$ cat config.mk
export PLATFORM = sky130hd
export DESIGN_NAME = noc_flit_mux2
export DESIGN_NICKNAME = d
export VERILOG_FILES = /design/src/rtl/noc_flit_mux2.sv
export SDC_FILE = /design/constraint.sdc
export NUM_CORES = 1
export LEC_CHECK = 0
export CAP_MARGIN = 20
export CORE_ASPECT_RATIO = 2
export CORE_MARGIN = 5
export CORE_UTILIZATION = 34
export CTS_CLUSTER_DIAMETER = 100
export DETAILED_ROUTE_END_ITERATION = 8
export GPL_TIMING_DRIVEN = 1
export PLACE_DENSITY = 0.86
export SLEW_MARGIN = 20
export SYNTH_ARGS = -nofsm -noshare
export SYNTH_HDL_FRONTEND = slang
export SYNTH_SLANG_ARGS = --single-unit
export TNS_END_PERCENT = 50
$ cat constraint.sdc
create_clock -name clk -period 3.4 [get_ports clk]
set_input_delay 0.68 -clock clk [delete_from_list [all_inputs] [get_ports clk]]
set_output_delay 0.68 -clock clk [all_outputs]
set_load 0.1 [all_outputs]
$ cat src/rtl/noc_flit_mux2.sv
// Registered 2:1 NoC flit multiplexer with one-hot select and an optional
// packet-lock mode that holds the chosen port from a HEAD flit until its TAIL.
module noc_flit_mux2 #(
  parameter int unsigned DATA_W  = 66,
  parameter int unsigned VCH_W   = 2,
  parameter int unsigned SEL_W   = 5,
  parameter bit          LOCK_EN = 1'b0
) (
  input  logic              clk,
  input  logic              rst,
  input  logic [DATA_W-1:0] idata_0,
  input  logic              ivalid_0,
  input  logic [VCH_W-1:0]  ivch_0,
  input  logic [DATA_W-1:0] idata_1,
  input  logic              ivalid_1,
  input  logic [VCH_W-1:0]  ivch_1,
  input  logic [SEL_W-1:0]  sel,
  output logic [DATA_W-1:0] odata,
  output logic              ovalid,
  output logic [VCH_W-1:0]  ovch
);

  localparam int unsigned TYPE_W = 2;
  localparam logic [TYPE_W-1:0] TYPE_HEAD = 2'b01;
  localparam logic [TYPE_W-1:0] TYPE_TAIL = 2'b10;

  typedef enum logic {
    ST_IDLE   = 1'b0,
    ST_LOCKED = 1'b1
  } state_t;

  state_t            state_q, state_d;
  logic              lock_port_q, lock_port_d;
  logic [DATA_W-1:0] odata_q, odata_d;
  logic              ovalid_q, ovalid_d;
  logic [VCH_W-1:0]  ovch_q, ovch_d;

  logic              port_act;
  logic              port_idx;
  logic [DATA_W-1:0] pick_data;
  logic              pick_valid;
  logic [VCH_W-1:0]  pick_vch;
  logic [TYPE_W-1:0] pick_type;

  // Select bits above [1:0] carry no meaning for a two-port mux.
  logic unused_sel_c;
  assign unused_sel_c = ^sel[SEL_W-1:2];

  // Effective port, then next-state and output-register loads.
  always_comb begin
    state_d     = state_q;
    lock_port_d = lock_port_q;
    port_act    = 1'b0;
    port_idx    = 1'b0;
    odata_d     = '0;
    ovalid_d    = 1'b0;
    ovch_d      = '0;

    if (LOCK_EN && (state_q == ST_LOCKED)) begin
      port_act = 1'b1;
      port_idx = lock_port_q;
    end else if (sel[0]) begin
      port_act = 1'b1;
      port_idx = 1'b0;
    end else if (sel[1]) begin
      port_act = 1'b1;
      port_idx = 1'b1;
    end

    pick_data  = port_idx ? idata_1  : idata_0;
    pick_valid = port_idx ? ivalid_1 : ivalid_0;
    pick_vch   = port_idx ? ivch_1   : ivch_0;
    pick_type  = pick_data[DATA_W-1 -: TYPE_W];

    if (port_act) begin
      odata_d  = pick_data;
      ovalid_d = pick_valid;
      ovch_d   = pick_vch;
    end

    if (LOCK_EN && port_act && pick_valid) begin
      unique case (state_q)
        ST_IDLE: begin
          if (pick_type == TYPE_HEAD) begin
            state_d     = ST_LOCKED;
            lock_port_d = port_idx;
          end
        end
        ST_LOCKED: begin
          if (pick_type == TYPE_TAIL) begin
            state_d = ST_IDLE;
          end
        end
        default: state_d = ST_IDLE;
      endcase
    end

    if (!LOCK_EN) begin
      state_d     = ST_IDLE;
      lock_port_d = 1'b0;
    end
  end

  always_ff @(posedge clk or posedge rst) begin
    if (rst) begin
      state_q     <= ST_IDLE;
      lock_port_q <= 1'b0;
      odata_q     <= '0;
      ovalid_q    <= 1'b0;
      ovch_q      <= '0;
    end else begin
      state_q     <= state_d;
      lock_port_q <= lock_port_d;
      odata_q     <= odata_d;
      ovalid_q    <= ovalid_d;
      ovch_q      <= ovch_d;
    end
  end

  assign odata  = odata_q;
  assign ovalid = ovalid_q;
  assign ovch   = ovch_q;

endmodule

After elaboration in Yosys (flattened, before gate mapping)
Cells that the tools add are included.
{"block": "totals", "elab_cells": 12, "regBits": 69}
{"block": "op_classes", "muxes": 9}
{"cell": "66-bit two-way mux", "count": 2}
{"cell": "1-bit two-way mux", "count": 5}
{"cell": "2-bit two-way mux", "count": 2}

Longest topological paths before layout
Gate-level depths: netlist (run 1).
{"block": "logic_depth", "depth_word": 4, "mapped_depth": 6, "mapped_depth_nobuf": 2}

Least setup slack after synthesis (run 1)
Ideal clock, no wire load.
{"block": "synth_timing", "path_kind": "reg2out", "startpoint": "register odata_q[0], in the netlist odata[0]", "endpoint": "output odata[0]", "path_buffers": 0, "setup_slack_ns": 1.837, "arrival_time_ns": 0.883, "required_ns": 2.720, "path_stages_with_launch": 1, "path_cell_list": "dfrtp_1"}
{"item": "from (decl)", "line_no": "34", "rtl": "logic [DATA_W-1:0] odata_q, odata_d;"}
{"item": "from (signal assigned)", "line_no": "114", "rtl": "odata_q <= odata_d;"}
{"item": "to (decl)", "line_no": "18", "rtl": "output logic [DATA_W-1:0] odata,"}
No word-level cell between the ends.

Worst setup path after layout (run 1)
{"block": "layout_timing", "startpoint": "register odata_q[47], in the netlist odata[47]", "endpoint": "output odata[47]"}
No word-level cell between the ends.

==> flow_results.xml, run 1 <==
<?xml version="1.0" encoding="UTF-8"?>
<metrics>
  <group name="synthesis">
    <metric name="synth.cell_area" unit="mm2">0.00244</metric>
    <metric name="synth_cell_type_count" unit="">8</metric>
    <metric name="yosys.area.top_type_share" unit="%">70.8</metric>
    <metric name="netlist_top_cells_area" unit="">dfrtp_1, a22o_1, buf_2</metric>
    <metric name="seq_area_frac_synth" unit="%">70.8</metric>
    <metric name="mappedNetlistNets" unit="">301</metric>
    <metric name="cell_type_contributing_the_most_total_cell_area_after_synthesis" unit="">dfrtp_1</metric>
    <metric name="synth.ff_latch_count" unit="">69</metric>
    <metric name="postSynthAreaPerCell" unit="um2">15.6</metric>
    <metric name="yosysWarningCount" unit="">0</metric>
    <metric name="synth_cells" unit="">156</metric>
  </group>
  <group name="placed_design">
    <metric name="portBuffers" unit="">210</metric>
    <metric name="dp.cells" unit="">444</metric>
    <metric name="post-dp-hpwl" unit="um">6900</metric>
    <metric name="gp_congestion" unit="">0.770</metric>
  </group>
  <group name="critical_path">
    <metric name="path_class" unit="">reg2out</metric>
    <metric name="path_max_fanout" unit="">1</metric>
    <metric name="worst-path-buf-inv" unit="">1</metric>
    <metric name="required" unit="ns">2.72</metric>
    <metric name="critical_path_cell_count" unit="">1</metric>
    <metric name="critPathMaxStageDelay" unit="ns">1.14</metric>
    <metric name="path_delay_family" unit="">buffers and inverters</metric>
    <metric name="timing.critical_path.cells" unit="">clkdlybuf4s50_1</metric>
    <metric name="crit_arrival" unit="ns">1.81</metric>
    <metric name="cpMaxStageDelayCell" unit="">clkdlybuf4s50_1</metric>
    <metric name="startpoint_types" unit="">register</metric>
    <metric name="end_kind" unit="">primary output</metric>
  </group>
  <group name="finish">
    <metric name="design.final.nets" unit="">510</metric>
    <metric name="finalNonFillerCells" unit="">459</metric>
    <metric name="final_layout_size_suffix_gt1_share" unit="%">11.1</metric>
    <metric name="antennaDiodeCount" unit="">0</metric>
    <metric name="finish.utilization" unit="%">69.0</metric>
    <metric name="area_delta_synth_final" unit="%">97.9</metric>
  </group>
  <group name="job">
    <metric name="cap_viol_max_count" unit="">0</metric>
  </group>
  <group name="clock_network">
    <metric name="htreeDepth" unit="">3</metric>
    <metric name="ctsLongestPathBuffers" unit="">2</metric>
    <metric name="cts_setup_buffers" unit="">0</metric>
    <metric name="clock_transition_time_at_the_flip_flop_clock_pins_of_the_worst_setup_and_hold_paths" unit="ns">0.05</metric>
    <metric name="clock_tree.root_cell" unit="">clkbuf_16</metric>
    <metric name="cts_hold_buffers" unit="">0</metric>
    <metric name="post_cts_resized" unit="">0</metric>
    <metric name="tritoncts.num_buffers" unit="">9</metric>
    <metric name="cts_num_sinks" unit="">69</metric>
    <metric name="cts_tree" unit="">yes</metric>
  </group>
  <group name="sta">
    <metric name="maxClockFrequency" unit="GHz">0.402</metric>
    <metric name="tightest_slew" unit="ns">1.02</metric>
    <metric name="period_needed" unit="ns">2.49</metric>
    <metric name="slew-limit-headroom" unit="%">32.1</metric>
    <metric name="finalCritPeriodShare" unit="%">73.2</metric>
    <metric name="finalSetupTns" unit="ns">0</metric>
    <metric name="final_count_of_negative_setup_slack_endpoints" unit="">0</metric>
    <metric name="unrepaired_setup_endpoints_after_global_routing" unit="">false</metric>
    <metric name="drv_slew" unit="">0</metric>
    <metric name="hold_viol" unit="">0</metric>
  </group>
  <group name="global_route">
    <metric name="grt-busiest-layer" unit="">met2</metric>
    <metric name="maximum_number_of_pins_on_one_net_before_global_route_repair" unit="">70</metric>
    <metric name="met3_usage" unit="%">5.71</metric>
    <metric name="globalRouteOverflowTotal" unit="">0</metric>
    <metric name="met2_usage" unit="%">36.4</metric>
    <metric name="number_of_antenna_violations_at_the_first_check_in_global_routing" unit="">0</metric>
    <metric name="grtUsageMet1" unit="%">19.5</metric>
    <metric name="first_global_vias" unit="">2507</metric>
    <metric name="track_usage" unit="%">20.0</metric>
    <metric name="grt_first_pass_wirelength" unit="um">13500</metric>
  </group>
  <group name="die">
    <metric name="placement_rows" unit="">43</metric>
    <metric name="floorplan.initialDensity" unit="%">34.9</metric>
    <metric name="floorplan.die.width" unit="um">69.9</metric>
    <metric name="io_pins" unit="">214</metric>
    <metric name="fp.dieArea" unit="mm2">0.00907</metric>
    <metric name="die-height" unit="um">130</metric>
    <metric name="floorplan.core_area" unit="mm2">0.00699</metric>
  </group>
  <group name="route">
    <metric name="avgRoutedWirePerCell" unit="um">19.6</metric>
    <metric name="drt_first_pass_iters" unit="">5</metric>
    <metric name="routed_wirelength" unit="um">8990</metric>
    <metric name="route.antenna.remaining_nets" unit="">0</metric>
    <metric name="routed-via-count" unit="">2228</metric>
    <metric name="avgViaCountPerCell" unit="">4.85</metric>
    <metric name="remaining_drc_errors" unit="">0</metric>
    <metric name="detail_route.iter0.violations" unit="">113</metric>
  </group>
  <group name="pwr">
    <metric name="pwr_density" unit="mW/mm2">540</metric>
    <metric name="power.ir.vdd_worst" unit="mV">0.331</metric>
    <metric name="total_leakage_power" unit="nW">2.12</metric>
  </group>
  <group name="min_path">
    <metric name="hold_path_class" unit="">in2async</metric>
  </group>
  <group name="run_status">
    <metric name="result_of_the_run" unit="">completed</metric>
  </group>
</metrics>
cell type report:
cell class	count	area (um2)
well taps	90	113
fillers	524	2170
clock inverters	1	5.00
flip-flops and latches	69	1730
multi-input cells	70	618
inverters	1	3.75
repair buffers	214	2090
clock buffers	14	274
per-layer routing:
layer	up-vias	wire [um]
met1	1067	2730
met2	122	5200
met5	-	0
met4	0	417
li1	1012	-
met3	27	641
final timing paths:
| path | slack (ns) | to | start |
|---|---|---|---|
| worst max-delay path | 0.91 | odata[47] | odata[47] |
| min in group clk | 0.95 | odata[17] | idata_1[17] |
| max in group asynchronous | 1.97 | odata[65] | rst |
| worst min-delay path | 0.80 | odata[29] | rst |
cell usage after synthesis, drive strengths merged:
library cell and number:
a22o 69, dfrtp 69, buf 11, clkbuf 5, inv 1, nor2b 1
logic make-up after synthesis:
family / count (synthesis) / synth area share [%]
AO/OA/AOI/OAI: 69 / 24.8
buffers and inverters: 17 / 4.05
flip-flops: 69 / 70.8
AND/OR/NAND/NOR: 1 / 0.359
where the power goes:
part / switching (W) / leakage (nW) / internal (W)
sequential: 0.0000163 / 0.858 / 0.000882
clock: 0.000307 / 0.139 / 0.000548
combinational: 0.000570 / 1.12 / 0.000282
total: 0.000893 / 2.12 / 0.00171
placed cells by master, fill, tap and decap left out:
master             n
clkdlybuf4s50_1  188
a22o_1            69
dfrtp_1           69
buf_4             24
clkbuf_16          9
clkbuf_8           3
clkbuf_1           2
nor2b_4            1
inv_2              1
clkinv_2           1
buf_2              1
buf_12             1
metrics by stage:
| stage | hold WS (ns) | power (W) | setup WS (ns) | area, um2 |
|---|---|---|---|---|
| detailed placement | 1.17 | 0.00177 | 1.25 | 4550 |
| finish | 0.797 | 0.00260 | 0.911 | 4830 |
| global placement | 1.15 | 0.00175 | 1.27 | 4550 |
| floorplan | 0.813 | 0.00145 | 0.980 | 2440 |
| global route | 0.894 | 0.00270 | 0.869 | 4830 |
| CTS | 0.812 | 0.00263 | 0.893 | 4830 |
flip-flops by register name, summed over array words and instances (netlist names):
| name | cells |
|---|---|
| odata | 66 |
| ovalid | 1 |
| ovch | 2 |
Note: power is estimated with default switching activity, not from simulation.
==> run 2, diff against run 1 <==
Settings changed: CORE_UTILIZATION 34 to 28, PLACE_DENSITY 0.86 to 0.76.
Clock period 3.4 ns to 2.28 ns, I/O delays scaled along.
==> run 2 against run 1 <==
- via count decreased by 0.94%
- largest cell class unchanged
- critical endpoint is now odata[19]
- die area up 19%
- global-route usage decreased by 3.8 points
- combinational power increased by 47%
- sequential cell count did not move
- critical path depth unchanged
- clock power up 85%
- sequential share of layout area grew 0.19 points
- first-iteration DRC count fell by 45%
- final cell count increased by 2.6%
- sequential power up 49%
- total power grew 60%
==> flow_results.xml, run 2 (same netlist as run 1, synthesis figures left out) <==
<?xml version="1.0" encoding="UTF-8"?>
<metrics>
  <group name="clock_network">
    <metric name="tritoncts.num_buffers" unit="">9</metric>
    <metric name="cts_tree" unit="">yes</metric>
    <metric name="cts_setup_buffers" unit="">0</metric>
    <metric name="cts_hold_buffers" unit="">0</metric>
    <metric name="htreeDepth" unit="">3</metric>
    <metric name="ctsLongestPathBuffers" unit="">2</metric>
    <metric name="cts_num_sinks" unit="">69</metric>
    <metric name="post_cts_resized" unit="">0</metric>
    <metric name="clock_tree.root_cell" unit="">clkbuf_16</metric>
    <metric name="clock_transition_time_at_the_flip_flop_clock_pins_of_the_worst_setup_and_hold_paths" unit="ns">0.06</metric>
  </group>
  <group name="critical_path">
    <metric name="path_class" unit="">reg2out</metric>
    <metric name="timing.critical_path.cells" unit="">buf_4</metric>
    <metric name="cpMaxStageDelayCell" unit="">dfrtp_1</metric>
    <metric name="end_kind" unit="">primary output</metric>
    <metric name="startpoint_types" unit="">register</metric>
    <metric name="path_max_fanout" unit="">1</metric>
    <metric name="required" unit="ns">1.82</metric>
    <metric name="worst-path-buf-inv" unit="">1</metric>
    <metric name="crit_arrival" unit="ns">0.95</metric>
    <metric name="critPathMaxStageDelay" unit="ns">0.34</metric>
    <metric name="path_delay_family" unit="">flip-flops</metric>
  </group>
  <group name="pwr">
    <metric name="power.share.clock" unit="%">37.9</metric>
    <metric name="internal-power" unit="W">0.00281</metric>
    <metric name="swShare" unit="%">32.6</metric>
    <metric name="power_frac_seq" unit="%">32.1</metric>
    <metric name="power.switching" unit="W">0.00136</metric>
    <metric name="totalPowerFinal" unit="W">0.00417</metric>
    <metric name="power.ir.vdd_worst" unit="mV">0.421</metric>
    <metric name="pwr_density" unit="mW/mm2">869</metric>
    <metric name="p_comb_share" unit="%">30.0</metric>
    <metric name="total_leakage_power" unit="nW">2.22</metric>
  </group>
  <group name="route">
    <metric name="routed-via-count" unit="">2207</metric>
    <metric name="detail_route.iter0.violations" unit="">62</metric>
    <metric name="avgViaCountPerCell" unit="">4.69</metric>
    <metric name="drt_first_pass_iters" unit="">4</metric>
    <metric name="remaining_drc_errors" unit="">0</metric>
    <metric name="routed_wirelength" unit="um">8920</metric>
    <metric name="avgRoutedWirePerCell" unit="um">18.9</metric>
    <metric name="route.antenna.remaining_nets" unit="">0</metric>
  </group>
  <group name="die">
    <metric name="die-height" unit="um">142</metric>
    <metric name="fp.dieArea" unit="mm2">0.0108</metric>
    <metric name="floorplan.die.width" unit="um">76.0</metric>
    <metric name="floorplan.initialDensity" unit="%">28.4</metric>
    <metric name="placement_rows" unit="">48</metric>
    <metric name="io_pins" unit="">214</metric>
    <metric name="floorplan.core_area" unit="mm2">0.00859</metric>
  </group>
  <group name="sta">
    <metric name="finalSetupTns" unit="ns">0</metric>
    <metric name="period_needed" unit="ns">1.41</metric>
    <metric name="maxClockFrequency" unit="GHz">0.709</metric>
    <metric name="tightest_slew" unit="ns">0.367</metric>
    <metric name="unrepaired_setup_endpoints_after_global_routing" unit="">false</metric>
    <metric name="finalCritPeriodShare" unit="%">61.9</metric>
    <metric name="hold_viol" unit="">0</metric>
    <metric name="worst_slack" unit="ns">0.869</metric>
    <metric name="drv_slew" unit="">0</metric>
    <metric name="slew-limit-headroom" unit="%">75.5</metric>
    <metric name="final_count_of_negative_setup_slack_endpoints" unit="">0</metric>
  </group>
  <group name="global_route">
    <metric name="grt_first_pass_wirelength" unit="um">13300</metric>
    <metric name="maximum_number_of_pins_on_one_net_before_global_route_repair" unit="">70</metric>
    <metric name="number_of_antenna_violations_at_the_first_check_in_global_routing" unit="">0</metric>
    <metric name="first_global_vias" unit="">2460</metric>
    <metric name="track_usage" unit="%">16.2</metric>
    <metric name="globalRouteOverflowTotal" unit="">0</metric>
  </group>
  <group name="placed_design">
    <metric name="dp_slack" unit="ns">0.674</metric>
    <metric name="portBuffers" unit="">210</metric>
    <metric name="post-dp-hpwl" unit="um">6940</metric>
    <metric name="gp_congestion" unit="">0.742</metric>
  </group>
  <group name="finish">
    <metric name="antennaDiodeCount" unit="">0</metric>
    <metric name="design.final.nets" unit="">511</metric>
    <metric name="finish.utilization" unit="%">55.9</metric>
    <metric name="layout_common_cells" unit="">clkdlybuf4s50_1, buf_4, a22o_1, dfrtp_1, clkbuf_16</metric>
    <metric name="mostFrequentLayoutCell" unit="">clkdlybuf4s50_1</metric>
    <metric name="final_layout_size_suffix_gt1_share" unit="%">24.5</metric>
    <metric name="largest_register_ff_count" unit="">66</metric>
    <metric name="area_delta_synth_final" unit="%">96.9</metric>
  </group>
  <group name="min_path">
    <metric name="hold_path_class" unit="">in2async</metric>
  </group>
  <group name="job">
    <metric name="cap_viol_max_count" unit="">0</metric>
  </group>
  <group name="run_status">
    <metric name="result_of_the_run" unit="">completed</metric>
  </group>
</metrics>
[run 2: cell count changes in the layout (fill, tap and decap cells not counted)]
cell             delta
buf_12              +1
buf_4              +48
clkbuf_8            -2
clkdlybuf4s50_1    -48
bufinv_16           +3
[run 2: layout make-up]
class | count | area [um2]
clock buffers | 12 | 246
clock inverters | 4 | 95.1
fillers | 734 | 3790
inverters | 1 | 3.75
multi-input cells | 70 | 618
flip-flops and latches | 69 | 1730
well taps | 100 | 125
repair buffers | 215 | 1990
[run 2: metrics by stage]
step	instances	area [um2]	hold WS, ns
after floorplan	156	2440	0.589
after global placement	455	4460	0.884
after detailed placement	455	4460	0.883
after CTS	471	4800	0.538
after global routing	471	4800	0.571
final	471	4800	0.531
[run 2: final timing paths]
path	startpoint	to	depth (start not counted)
worst max-delay path	odata[19]	odata[19]	1
worst min-delay path	rst	odata[48]	3
max in group asynchronous	rst	odata[20]	3
min in group clk	sel[0]	odata[45]	2
[run 2: power by group through the flow]
| stage | registers (W) | clock network (W) | logic (W) |
|---|---|---|---|
| after detailed placement | 0.00136 | 0 | 0.00126 |
| after CTS | 0.00134 | 0.00162 | 0.00126 |
| final | 0.00134 | 0.00158 | 0.00125 |
| after global routing | 0.00135 | 0.00167 | 0.00129 |
| after floorplan | 0.00203 | 0 | 0.000139 |
| after global placement | 0.00136 | 0 | 0.00124 |
[run 2: layer usage]
metal  up-vias  share of wire (%)  GRT usage [%]  wire length [um]
met1      1038                 33           15.6              2900
li1       1015                  -              -                 -
met5         -                  0              0                 0
met2       130                 55           29.2              4940
met4         0                3.7           8.35               328
met3        24                8.4           6.72               747
